### config.mk
export PLATFORM = sky130hd
export DESIGN_NAME = i2c_seq_flat
export DESIGN_NICKNAME = d
export VERILOG_FILES = /design/src/rtl/i2c_seq_if.sv /design/src/rtl/i2c_seq.sv /design/src/flat_wrapper.sv
export SDC_FILE = /design/constraint.sdc
export NUM_CORES = 1
export LEC_CHECK = 0
export ABC_AREA = 1
export CAP_MARGIN = 10
export CORE_UTILIZATION = 42
export CTS_CLUSTER_SIZE = 14
export DETAILED_ROUTE_END_ITERATION = 12
export PLACE_DENSITY = 0.71
export SYNTH_ARGS = -nofsm -noshare
export SYNTH_HDL_FRONTEND = slang
export SYNTH_SLANG_ARGS = --single-unit
### constraint.sdc
create_clock -name clk -period 1.7 [get_ports clk]
set_input_delay 0.255 -clock clk [delete_from_list [all_inputs] [get_ports clk]]
set_output_delay 0.255 -clock clk [all_outputs]
set_load 0.05 [all_outputs]
### src/rtl/i2c_seq_if.sv
// ============================================================================
//  Module   : i2c_seq_if
//  Purpose  : Command and write-data bus between i2c_seq and an i2c_master.
//  Revision : 1.0  initial release
// ============================================================================
`default_nettype none

interface i2c_seq_if;
  logic [6:0] cmd_address;
  logic       cmd_start;
  logic       cmd_read;
  logic       cmd_write;
  logic       cmd_write_multiple;
  logic       cmd_stop;
  logic       cmd_valid;
  logic       cmd_ready;
  logic [7:0] data_out;
  logic       data_out_valid;
  logic       data_out_ready;
  logic       data_out_last;

  modport master (
    output cmd_address, cmd_start, cmd_read, cmd_write, cmd_write_multiple,
           cmd_stop, cmd_valid, data_out, data_out_valid, data_out_last,
    input  cmd_ready, data_out_ready
  );

  modport slave (
    input  cmd_address, cmd_start, cmd_read, cmd_write, cmd_write_multiple,
           cmd_stop, cmd_valid, data_out, data_out_valid, data_out_last,
    output cmd_ready, data_out_ready
  );
endinterface

`default_nettype wire

### src/rtl/i2c_seq.sv
// ============================================================================
//  Module   : i2c_seq
//  Purpose  : Replays a ROM table of I2C operations for DEV_COUNT devices.
//             Define I2C_SEQ_DELAY_EN to enable the DELAY opcode counter.
//  Revision : 1.0  initial release
// ============================================================================
`default_nettype none

module i2c_seq #(
  parameter int TABLE_AW    = 8,
  parameter int DEV_COUNT   = 1,
  parameter int DELAY_SHIFT = 8
) (
  input  wire logic                clk,
  input  wire logic                rst,
  output logic [TABLE_AW-1:0]      table_addr,
  input  wire logic [10:0]         table_data,
  i2c_seq_if.master                bus,
  output logic                     busy,
  input  wire logic                start
);

  typedef enum logic [2:0] {
    S_IDLE   = 3'd0,
    S_FETCH  = 3'd1,
    S_DECODE = 3'd2,
    S_CMD    = 3'd3,
    S_DATA   = 3'd4,
    S_DELAY  = 3'd5
  } state_t;

  localparam logic [2:0] c_OP_HALT  = 3'd0;
  localparam logic [2:0] c_OP_ADDR  = 3'd1;
  localparam logic [2:0] c_OP_START = 3'd2;
  localparam logic [2:0] c_OP_DATA  = 3'd3;
  localparam logic [2:0] c_OP_LAST  = 3'd4;
  localparam logic [2:0] c_OP_DELAY = 3'd5;
  localparam logic [2:0] c_OP_STOP  = 3'd6;

  localparam logic [TABLE_AW-1:0] c_PTR_MAX  = {TABLE_AW{1'b1}};
  localparam logic [6:0]          c_DEV_LAST = 7'(DEV_COUNT - 1);

  state_t              r_state, w_state;
  logic [TABLE_AW-1:0] r_ptr, w_ptr;
  logic                r_end, w_end;
  logic [6:0]          r_dev, w_dev;
  logic [6:0]          r_base, w_base;
  logic                r_busy, w_busy;
  logic [6:0]          r_cmd_addr, w_cmd_addr;
  logic                r_cmd_valid, w_cmd_valid;
  logic                r_cmd_start, w_cmd_start;
  logic                r_cmd_wm, w_cmd_wm;
  logic                r_cmd_stop, w_cmd_stop;
  logic [7:0]          r_dout, w_dout;
  logic                r_dout_valid, w_dout_valid;
  logic                r_dout_last, w_dout_last;

  logic [2:0]          w_op;
  logic [7:0]          w_arg;
  logic [TABLE_AW-1:0] w_ptr_adv;
  logic                w_end_adv;

`ifdef I2C_SEQ_DELAY_EN
  localparam int c_CNT_W = 9 + DELAY_SHIFT;
  logic [c_CNT_W-1:0] r_cnt, w_cnt;
`endif

  // Past the last word the pointer parks and the next decode is forced to HALT.
  assign w_op      = r_end ? c_OP_HALT : table_data[10:8];
  assign w_arg     = table_data[7:0];
  assign w_end_adv = (r_ptr == c_PTR_MAX);
  assign w_ptr_adv = w_end_adv ? r_ptr : r_ptr + 1'b1;

  always_comb begin
    w_state      = r_state;
    w_ptr        = r_ptr;
    w_end        = r_end;
    w_dev        = r_dev;
    w_base       = r_base;
    w_busy       = r_busy;
    w_cmd_addr   = r_cmd_addr;
    w_cmd_valid  = r_cmd_valid;
    w_cmd_start  = r_cmd_start;
    w_cmd_wm     = r_cmd_wm;
    w_cmd_stop   = r_cmd_stop;
    w_dout       = r_dout;
    w_dout_valid = r_dout_valid;
    w_dout_last  = r_dout_last;
`ifdef I2C_SEQ_DELAY_EN
    w_cnt        = r_cnt;
`endif
    case (r_state)
      S_IDLE: begin
        if (start) begin
          w_state = S_FETCH;
          w_ptr   = '0;
          w_end   = 1'b0;
          w_dev   = '0;
          w_busy  = 1'b1;
        end
      end
      S_FETCH: w_state = S_DECODE;
      S_DECODE: begin
        w_state = S_FETCH;
        w_ptr   = w_ptr_adv;
        w_end   = w_end_adv;
        case (w_op)
          c_OP_HALT: begin
            if (r_dev < c_DEV_LAST) begin
              w_dev = r_dev + 7'd1;
              w_ptr = '0;
              w_end = 1'b0;
            end else begin
              w_state = S_IDLE;
              w_ptr   = r_ptr;
              w_end   = r_end;
              w_busy  = 1'b0;
            end
          end
          c_OP_ADDR: w_base = w_arg[6:0];
          c_OP_START, c_OP_STOP: begin
            w_state     = S_CMD;
            w_ptr       = r_ptr;
            w_end       = r_end;
            w_cmd_valid = 1'b1;
            w_cmd_addr  = r_base + r_dev;
            w_cmd_start = (w_op == c_OP_START);
            w_cmd_wm    = (w_op == c_OP_START);
            w_cmd_stop  = (w_op == c_OP_STOP);
          end
          c_OP_DATA, c_OP_LAST: begin
            w_state      = S_DATA;
            w_ptr        = r_ptr;
            w_end        = r_end;
            w_dout       = w_arg;
            w_dout_last  = (w_op == c_OP_LAST);
            w_dout_valid = 1'b1;
          end
`ifdef I2C_SEQ_DELAY_EN
          c_OP_DELAY: begin
            w_state = S_DELAY;
            w_ptr   = r_ptr;
            w_end   = r_end;
            w_cnt   = c_CNT_W'({1'b0, w_arg} + 9'd1) << DELAY_SHIFT;
          end
`endif
          default: ;
        endcase
      end
      S_CMD: begin
        if (bus.cmd_ready) begin
          w_state     = S_FETCH;
          w_ptr       = w_ptr_adv;
          w_end       = w_end_adv;
          w_cmd_valid = 1'b0;
          w_cmd_start = 1'b0;
          w_cmd_wm    = 1'b0;
          w_cmd_stop  = 1'b0;
          w_cmd_addr  = '0;
        end
      end
      S_DATA: begin
        if (bus.data_out_ready) begin
          w_state      = S_FETCH;
          w_ptr        = w_ptr_adv;
          w_end        = w_end_adv;
          w_dout_valid = 1'b0;
          w_dout_last  = 1'b0;
        end
      end
`ifdef I2C_SEQ_DELAY_EN
      S_DELAY: begin
        w_cnt = r_cnt - 1'b1;
        if (r_cnt == c_CNT_W'(1)) begin
          w_state = S_FETCH;
          w_ptr   = w_ptr_adv;
          w_end   = w_end_adv;
        end
      end
`endif
      default: begin
        w_state = S_IDLE;
        w_busy  = 1'b0;
      end
    endcase
  end

  always_ff @(posedge clk or posedge rst) begin
    if (rst) begin
      r_state      <= S_IDLE;
      r_ptr        <= '0;
      r_end        <= 1'b0;
      r_dev        <= '0;
      r_base       <= '0;
      r_busy       <= 1'b0;
      r_cmd_addr   <= '0;
      r_cmd_valid  <= 1'b0;
      r_cmd_start  <= 1'b0;
      r_cmd_wm     <= 1'b0;
      r_cmd_stop   <= 1'b0;
      r_dout       <= '0;
      r_dout_valid <= 1'b0;
      r_dout_last  <= 1'b0;
`ifdef I2C_SEQ_DELAY_EN
      r_cnt        <= '0;
`endif
    end else begin
      r_state      <= w_state;
      r_ptr        <= w_ptr;
      r_end        <= w_end;
      r_dev        <= w_dev;
      r_base       <= w_base;
      r_busy       <= w_busy;
      r_cmd_addr   <= w_cmd_addr;
      r_cmd_valid  <= w_cmd_valid;
      r_cmd_start  <= w_cmd_start;
      r_cmd_wm     <= w_cmd_wm;
      r_cmd_stop   <= w_cmd_stop;
      r_dout       <= w_dout;
      r_dout_valid <= w_dout_valid;
      r_dout_last  <= w_dout_last;
`ifdef I2C_SEQ_DELAY_EN
      r_cnt        <= w_cnt;
`endif
    end
  end

  assign table_addr             = r_ptr;
  assign busy                   = r_busy;
  assign bus.cmd_address        = r_cmd_addr;
  assign bus.cmd_valid          = r_cmd_valid;
  assign bus.cmd_start          = r_cmd_start;
  assign bus.cmd_write_multiple = r_cmd_wm;
  assign bus.cmd_stop           = r_cmd_stop;
  assign bus.cmd_read           = 1'b0;
  assign bus.cmd_write          = 1'b0;
  assign bus.data_out           = r_dout;
  assign bus.data_out_valid     = r_dout_valid;
  assign bus.data_out_last      = r_dout_last;

endmodule

`default_nettype wire

### src/flat_wrapper.sv
// flat-port wrapper written by rule: the top's interface ports become plain ports
module i2c_seq_flat 
#(
  parameter int TABLE_AW    = 8,
  parameter int DEV_COUNT   = 1,
  parameter int DELAY_SHIFT = 8
)
  (clk, rst, table_addr, table_data, busy, start, bus_cmd_address, bus_cmd_start, bus_cmd_read, bus_cmd_write, bus_cmd_write_multiple, bus_cmd_stop, bus_cmd_valid, bus_data_out, bus_data_out_valid, bus_data_out_last, bus_cmd_ready, bus_data_out_ready);
  i2c_seq_if bus_i ();
  input  wire logic clk;
  input  wire logic rst;
  output logic [TABLE_AW-1:0] table_addr;
  input  wire logic [10:0] table_data;
  output logic busy;
  input  wire logic start;
  output wire logic [$bits(bus_i.cmd_address)-1:0] bus_cmd_address;
  output wire logic [$bits(bus_i.cmd_start)-1:0] bus_cmd_start;
  output wire logic [$bits(bus_i.cmd_read)-1:0] bus_cmd_read;
  output wire logic [$bits(bus_i.cmd_write)-1:0] bus_cmd_write;
  output wire logic [$bits(bus_i.cmd_write_multiple)-1:0] bus_cmd_write_multiple;
  output wire logic [$bits(bus_i.cmd_stop)-1:0] bus_cmd_stop;
  output wire logic [$bits(bus_i.cmd_valid)-1:0] bus_cmd_valid;
  output wire logic [$bits(bus_i.data_out)-1:0] bus_data_out;
  output wire logic [$bits(bus_i.data_out_valid)-1:0] bus_data_out_valid;
  output wire logic [$bits(bus_i.data_out_last)-1:0] bus_data_out_last;
  input wire logic [$bits(bus_i.cmd_ready)-1:0] bus_cmd_ready;
  input wire logic [$bits(bus_i.data_out_ready)-1:0] bus_data_out_ready;
  assign bus_cmd_address = bus_i.cmd_address;
  assign bus_cmd_start = bus_i.cmd_start;
  assign bus_cmd_read = bus_i.cmd_read;
  assign bus_cmd_write = bus_i.cmd_write;
  assign bus_cmd_write_multiple = bus_i.cmd_write_multiple;
  assign bus_cmd_stop = bus_i.cmd_stop;
  assign bus_cmd_valid = bus_i.cmd_valid;
  assign bus_data_out = bus_i.data_out;
  assign bus_data_out_valid = bus_i.data_out_valid;
  assign bus_data_out_last = bus_i.data_out_last;
  assign bus_i.cmd_ready = bus_cmd_ready;
  assign bus_i.data_out_ready = bus_data_out_ready;
  i2c_seq #(.TABLE_AW(TABLE_AW), .DEV_COUNT(DEV_COUNT), .DELAY_SHIFT(DELAY_SHIFT)) u_core (.clk(clk), .rst(rst), .table_addr(table_addr), .table_data(table_data), .bus(bus_i), .busy(busy), .start(start));
endmodule
# Yosys cells after proc, flatten, opt, wreduce, memory -nomap -nowiden
# Index checks and enable logic that the tools add are counted.
# W data, S select, Z words.
[classes]
addsub = 3
multipliers = 0
mux = 43
shift = 0
n_bitwise = 1
reduce_logical = 18
magnitude_cmp = 1
n_eq_ne = 20
div = 0
[ops]
columns = ["cell", "count"]
rows = [
  ["$mux W8", 5],
  ["$mux W7", 5],
  ["$pmux W8 S4", 1],
  ["$pmux W7 S2", 2],
  ["$pmux W8 S2", 1],
  ["$mux W1", 15],
  ["$pmux W3 S5", 1],
  ["$ne A2 B2 Y1 const B", 7],
  ["$eq A3 B2 Y1 const B", 4],
  ["$mux W3", 4],
  ["$pmux W1 S2", 6],
  ["$eq A3 B3 Y1 const B", 3],
  ["$pmux W3 S3", 1],
  ["$reduce_and A3 Y1", 3],
  ["$add A8 B1 Y8 const B", 1],
  ["$eq A8 B8 Y1 const B", 1],
  ["$reduce_and A4 Y1", 2],
  ["$add A7 B1 Y7 const B", 1],
  ["$add A7 B7 Y7", 1],
  ["$lt A7 B1 Y1 const B", 1],
  ["$eq A3 B1 Y1 const B", 2],
  ["$logic_not A3 Y1", 2],
  ["$reduce_and A6 Y1", 1],
  ["$reduce_bool A2 Y1", 3],
  ["other kinds (10)", 13],
]
[totals]
ramBits = 0
rom_bits = 0
out_inout_bits = 32
n_memories = 0
latch_bits = 0
regBits = 47

# Longest topological paths before layout
[depth]
ltp_word = 5
depth_mapped = 9
ltp_nobuf = 8

# Worst setup path before layout
# No wires, ideal clock.
[synth_path]
kind = "flip-flop to flip-flop"
from = "reg u_core.r_ptr[0] (netlist: u_core.table_addr[0])"
to = "reg u_core.r_ptr[3] (netlist: u_core.table_addr[3])"
path_slack_ns = 0.030
setup_ns = 0.066
synth_period_minus_slack_ns = 1.670
t_arrival_ns = 1.604
n_path_buf = 0
path_stages_with_launch = 8
path_cell_list = "dfrtp_1 ha_1 nand2_1 inv_1 nand4_4 nand3_2 nand2_1 nand2_1"
[synth_via]
elab_chain_len = 4
elab_cells_between_ends = 7
cone_classes = "1 x add/sub; 1 x eq/ne; 5 x mux"
[synth_lines]
columns = ["item", "line", "rtl"]
rows = [
  ["from (decl)", "i2c_seq.sv:44", "logic [TABLE_AW-1:0] r_ptr, w_ptr;"],
  ["from (signal assigned)", "i2c_seq.sv:209", "r_ptr <= w_ptr;"],
  ["$add A8 B1 Y8 or $eq A8 B8 Y1 (tied branches)", "i2c_seq.sv:72, i2c_seq.sv:71", ""],
  ["$mux W8 *", "i2c_seq.sv:72", "assign w_ptr_adv = w_end_adv ? r_ptr : r_ptr + 1'b1;"],
  ["$pmux W8 S2, or another cell as far along", "i2c_seq.sv:107", "case (w_op)"],
  ["$pmux W8 S4 *", "i2c_seq.sv:92", "case (r_state)"],
]
# Every way passes the cells marked *; elsewhere a longest branch is shown, timed or not. The select of a mux whose other input is x is not followed.
# A chain may end at the register's enable or synchronous reset.

# Worst setup path after layout
[layout_path]
from = "reg u_core.r_state[0]"
to = "reg u_core.r_ptr[2] (netlist: u_core.table_addr[2])"
[layout_via]
elab_chain_len = 3
elab_cells_between_ends = 12
cone_classes = "8 x eq/ne; 1 x mux; 3 x reduce/logical"
[layout_lines]
columns = ["item", "line", "rtl"]
rows = [
  ["from (decl)", "i2c_seq.sv:43", "state_t r_state, w_state;"],
  ["from (signal assigned)", "i2c_seq.sv:208", "r_state <= w_state;"],
  ["$eq A3 B2 Y1, or another cell as far along", "i2c_seq.sv:92", ""],
  ["$ne A3 B2 Y1 (no source line), or another cell as far along", "--", ""],
  ["$reduce_and A6 Y1 (no source line)", "--", ""],
]
# Parallel ways exist; a longest one is shown, timed or not.

==> reports/qor.csv <==
metric;value;unit
grt_usage;0.185;
peakVddDrop;0.978;mV
crit_fanout;10;
place_congestion;0.809;
cts_setup_buffers;0;
powerDensity;1820;mW/mm^2
critical_path_class;reg -> reg;
die_h;71.7;um
skew;5.51;ps
sw_frac_of_total;0.480;
overflow;0;
clock_power_share;0.167;
grt_max_degree;41;
reg2reg_slack;190;ps
netSwitchingPower;2.32;mW
rr_startpoint;u_core.r_state[0];
critPathMaxStageDelay;450;ps
port_buffers;45;
grt_pass1_vias;1652;
via_per_inst;4.91;
drt_iter0_drc;93;
post-route-min-period;1510;ps
dp_worst_setup_slack;-9.03;ps
rsz0062_at_grt;no;
fmaxAchievable;662;MHz
clkLatencyLatePin;310;ps
antennaDiodeCount;0;
placementRows;24;
fin_ws;190;ps
syn_inst;250;
drc;0;
num_vias;1771;
period_share;0.888;
die_width;71.7;um
setup_violations;0;
p_int;2.52;mW
p_leak;1.35;nW
top_level_ports;48;
grt_pass1_wl;7.33;mm
syn2layout_area_growth;30.6;%
antenna_found_initial;0;
clk_pin_slew_worst_paths;80;ps
yosysWarnings;0;
tritoncts;done;
cts_made_buffers;5;
coreArea;0.00450;mm^2
fin_total_pwr;4.84;mW
crit_start;u_core.r_state[0];
htreeDepth;2;
hold_class;in -> async;
wl;4.20;mm
power_frac_seq;0.315;
status;complete, no violations;
final_common_cell;nand2_1;
finalHoldViolations;0;
cts_sinks;40;
layout_common_cells;nand2_1, dfrtp_1, buf_4;
post-dp-hpwl;3.09;mm
ant_nets;0;
synth_seq_area_share;0.491;
first_pass_iters;4;
clock-root-buffer;clkbuf_8;
cp-end-kind;flop;
crit_arrival;1760;ps
required;1950;ps
path_cells;nor2_2 -> nand2_1 -> nand2_2 -> nand4_4 -> nand3_4 -> nand2_1 -> nand2_1;
drive_above_1_share;0.239;
synth_area;0.00204;mm^2
drv_slew;0;
syn_avg_cell_area;8.16;um^2
cp_slowest_cell;dfrtp_1;
nNetsFinal;325;
wl_per_cell;11.6;um
maxCapViolCount;0;
ys_seq_elements;40;
path_common_cell;nand2_1;
power_frac_comb;0.518;
cp-start-kind;flop;
initial_utilization;0.453;
synth_cell_types;29;
cts.path.max_buffers;2;
dieArea;0.00514;mm^2
setup-tns-final;0;ps
[area by class of cell]
class	instances	area [um^2]
fill	418	1840
sequential	40	1000
multi-input combinational	167	857
timing repair buffer	56	483
inverter	38	143
clock buffer	5	68.8
tap	52	65.1
clock inverter	3	46.3
[layer usage]
layer,GRT usage,share of wire,vias to the layer above
met5,0,0,-
met4,0.0697,0.014,0
met3,0.0492,0.041,5
met2,0.289,0.46,40
met1,0.246,0.49,812
li1,-,-,914
[power by group through the flow]
| stage | registers [mW] | clock network (mW) | logic (mW) |
|---|---|---|---|
| floorplan | 2.29 | 0 | 1.04 |
| detailed placement | 1.54 | 0 | 2.50 |
| finish | 1.52 | 0.811 | 2.51 |
| CTS | 1.52 | 0.825 | 2.51 |
| global placement | 1.54 | 0 | 2.46 |
| global route | 1.57 | 0.866 | 2.72 |
[logic make-up after synthesis]
logic type | after synthesis | share of synthesized area
buffers and inverters | 44 | 0.0945
adders and majority gates | 1 | 0.00613
xor gates and xnor gates | 1 | 0.00430
DFF | 40 | 0.491
and+or+nand+nor | 127 | 0.291
other | 1 | 0.00184
AOI/OAI and AO/OA | 36 | 0.111
[synth_stat cells]
master,count,area share
ha_1,1,0.0061
nand2_2,2,0.0061
nand2_4,1,0.0055
nor2_2,3,0.0092
buf_6,2,0.011
nand3_1,23,0.056
o22ai_1,2,0.0061
o21ai_2,8,0.034
nor2_4,2,0.011
inv_2,4,0.0074
buf_4,3,0.011
xor2_1,1,0.0043
o21bai_1,1,0.0037
nand3_4,1,0.0086
inv_1,34,0.063
nand4_2,1,0.0061
conb_1,1,0.0018
o21ai_0,9,0.022
a21oi_1,5,0.012
o21ai_1,10,0.025
dfrtp_1,40,0.49
nand4_4,1,0.010
buf_2,1,0.0025
o21ai_4,1,0.0080
nand2_1,64,0.12
nor3_1,4,0.0098
nor2_1,23,0.042
nand3_2,1,0.0049
nand4_1,1,0.0031
[worst paths after layout]
check                                                end  depth (start not counted)
worst max register to register      u_core.table_addr[2]                          7
min in group clk                  u_core.bus.data_out[7]                          2
worst max-delay path                u_core.table_addr[2]                          7
max in group asynchronous           u_core.bus.cmd_valid                          3
worst min-delay path            u_core.bus.data_out_last                          3
worst min register to register    u_core.bus.data_out[7]                          2
[per-stage QoR]
stage	hold slack (ps)	utilization	cells	area [um^2]
5_1_grt	342	0.591	361	2660
6_report	299	0.591	361	2660
2_1_floorplan	364	-	251	2040
4_1_cts	315	0.590	361	2660
3_3_place_gp	469	0.564	353	2540
3_5_place_dp	468	0.564	353	2540
[state kept, by name, indices dropped and copies added, names as in the netlist]
name                       count
u_core.bus.data_out            8
u_core.bus.cmd_address         7
u_core.bus.cmd_valid           1
u_core.bus.data_out_valid      1
u_core.bus.data_out_last       1
u_core.r_base                  7
u_core.r_state                 3
u_core.r_end                   1
u_core.busy                    1
u_core.table_addr              8
u_core.bus.cmd_stop            1
u_core.bus.cmd_start           1
[repair_timing]
item,in CTS,in global routing
hold buffers,0,0
resized for setup,0,1
setup endpoints to repair,0,1
[critical path: cells and delay by family (launching register included)]
family | cells | cell delay, ps
AND/OR/NAND/NOR | 7 | 1000
flip-flops | 1 | 450
Power figures use the tool's default switching activity.
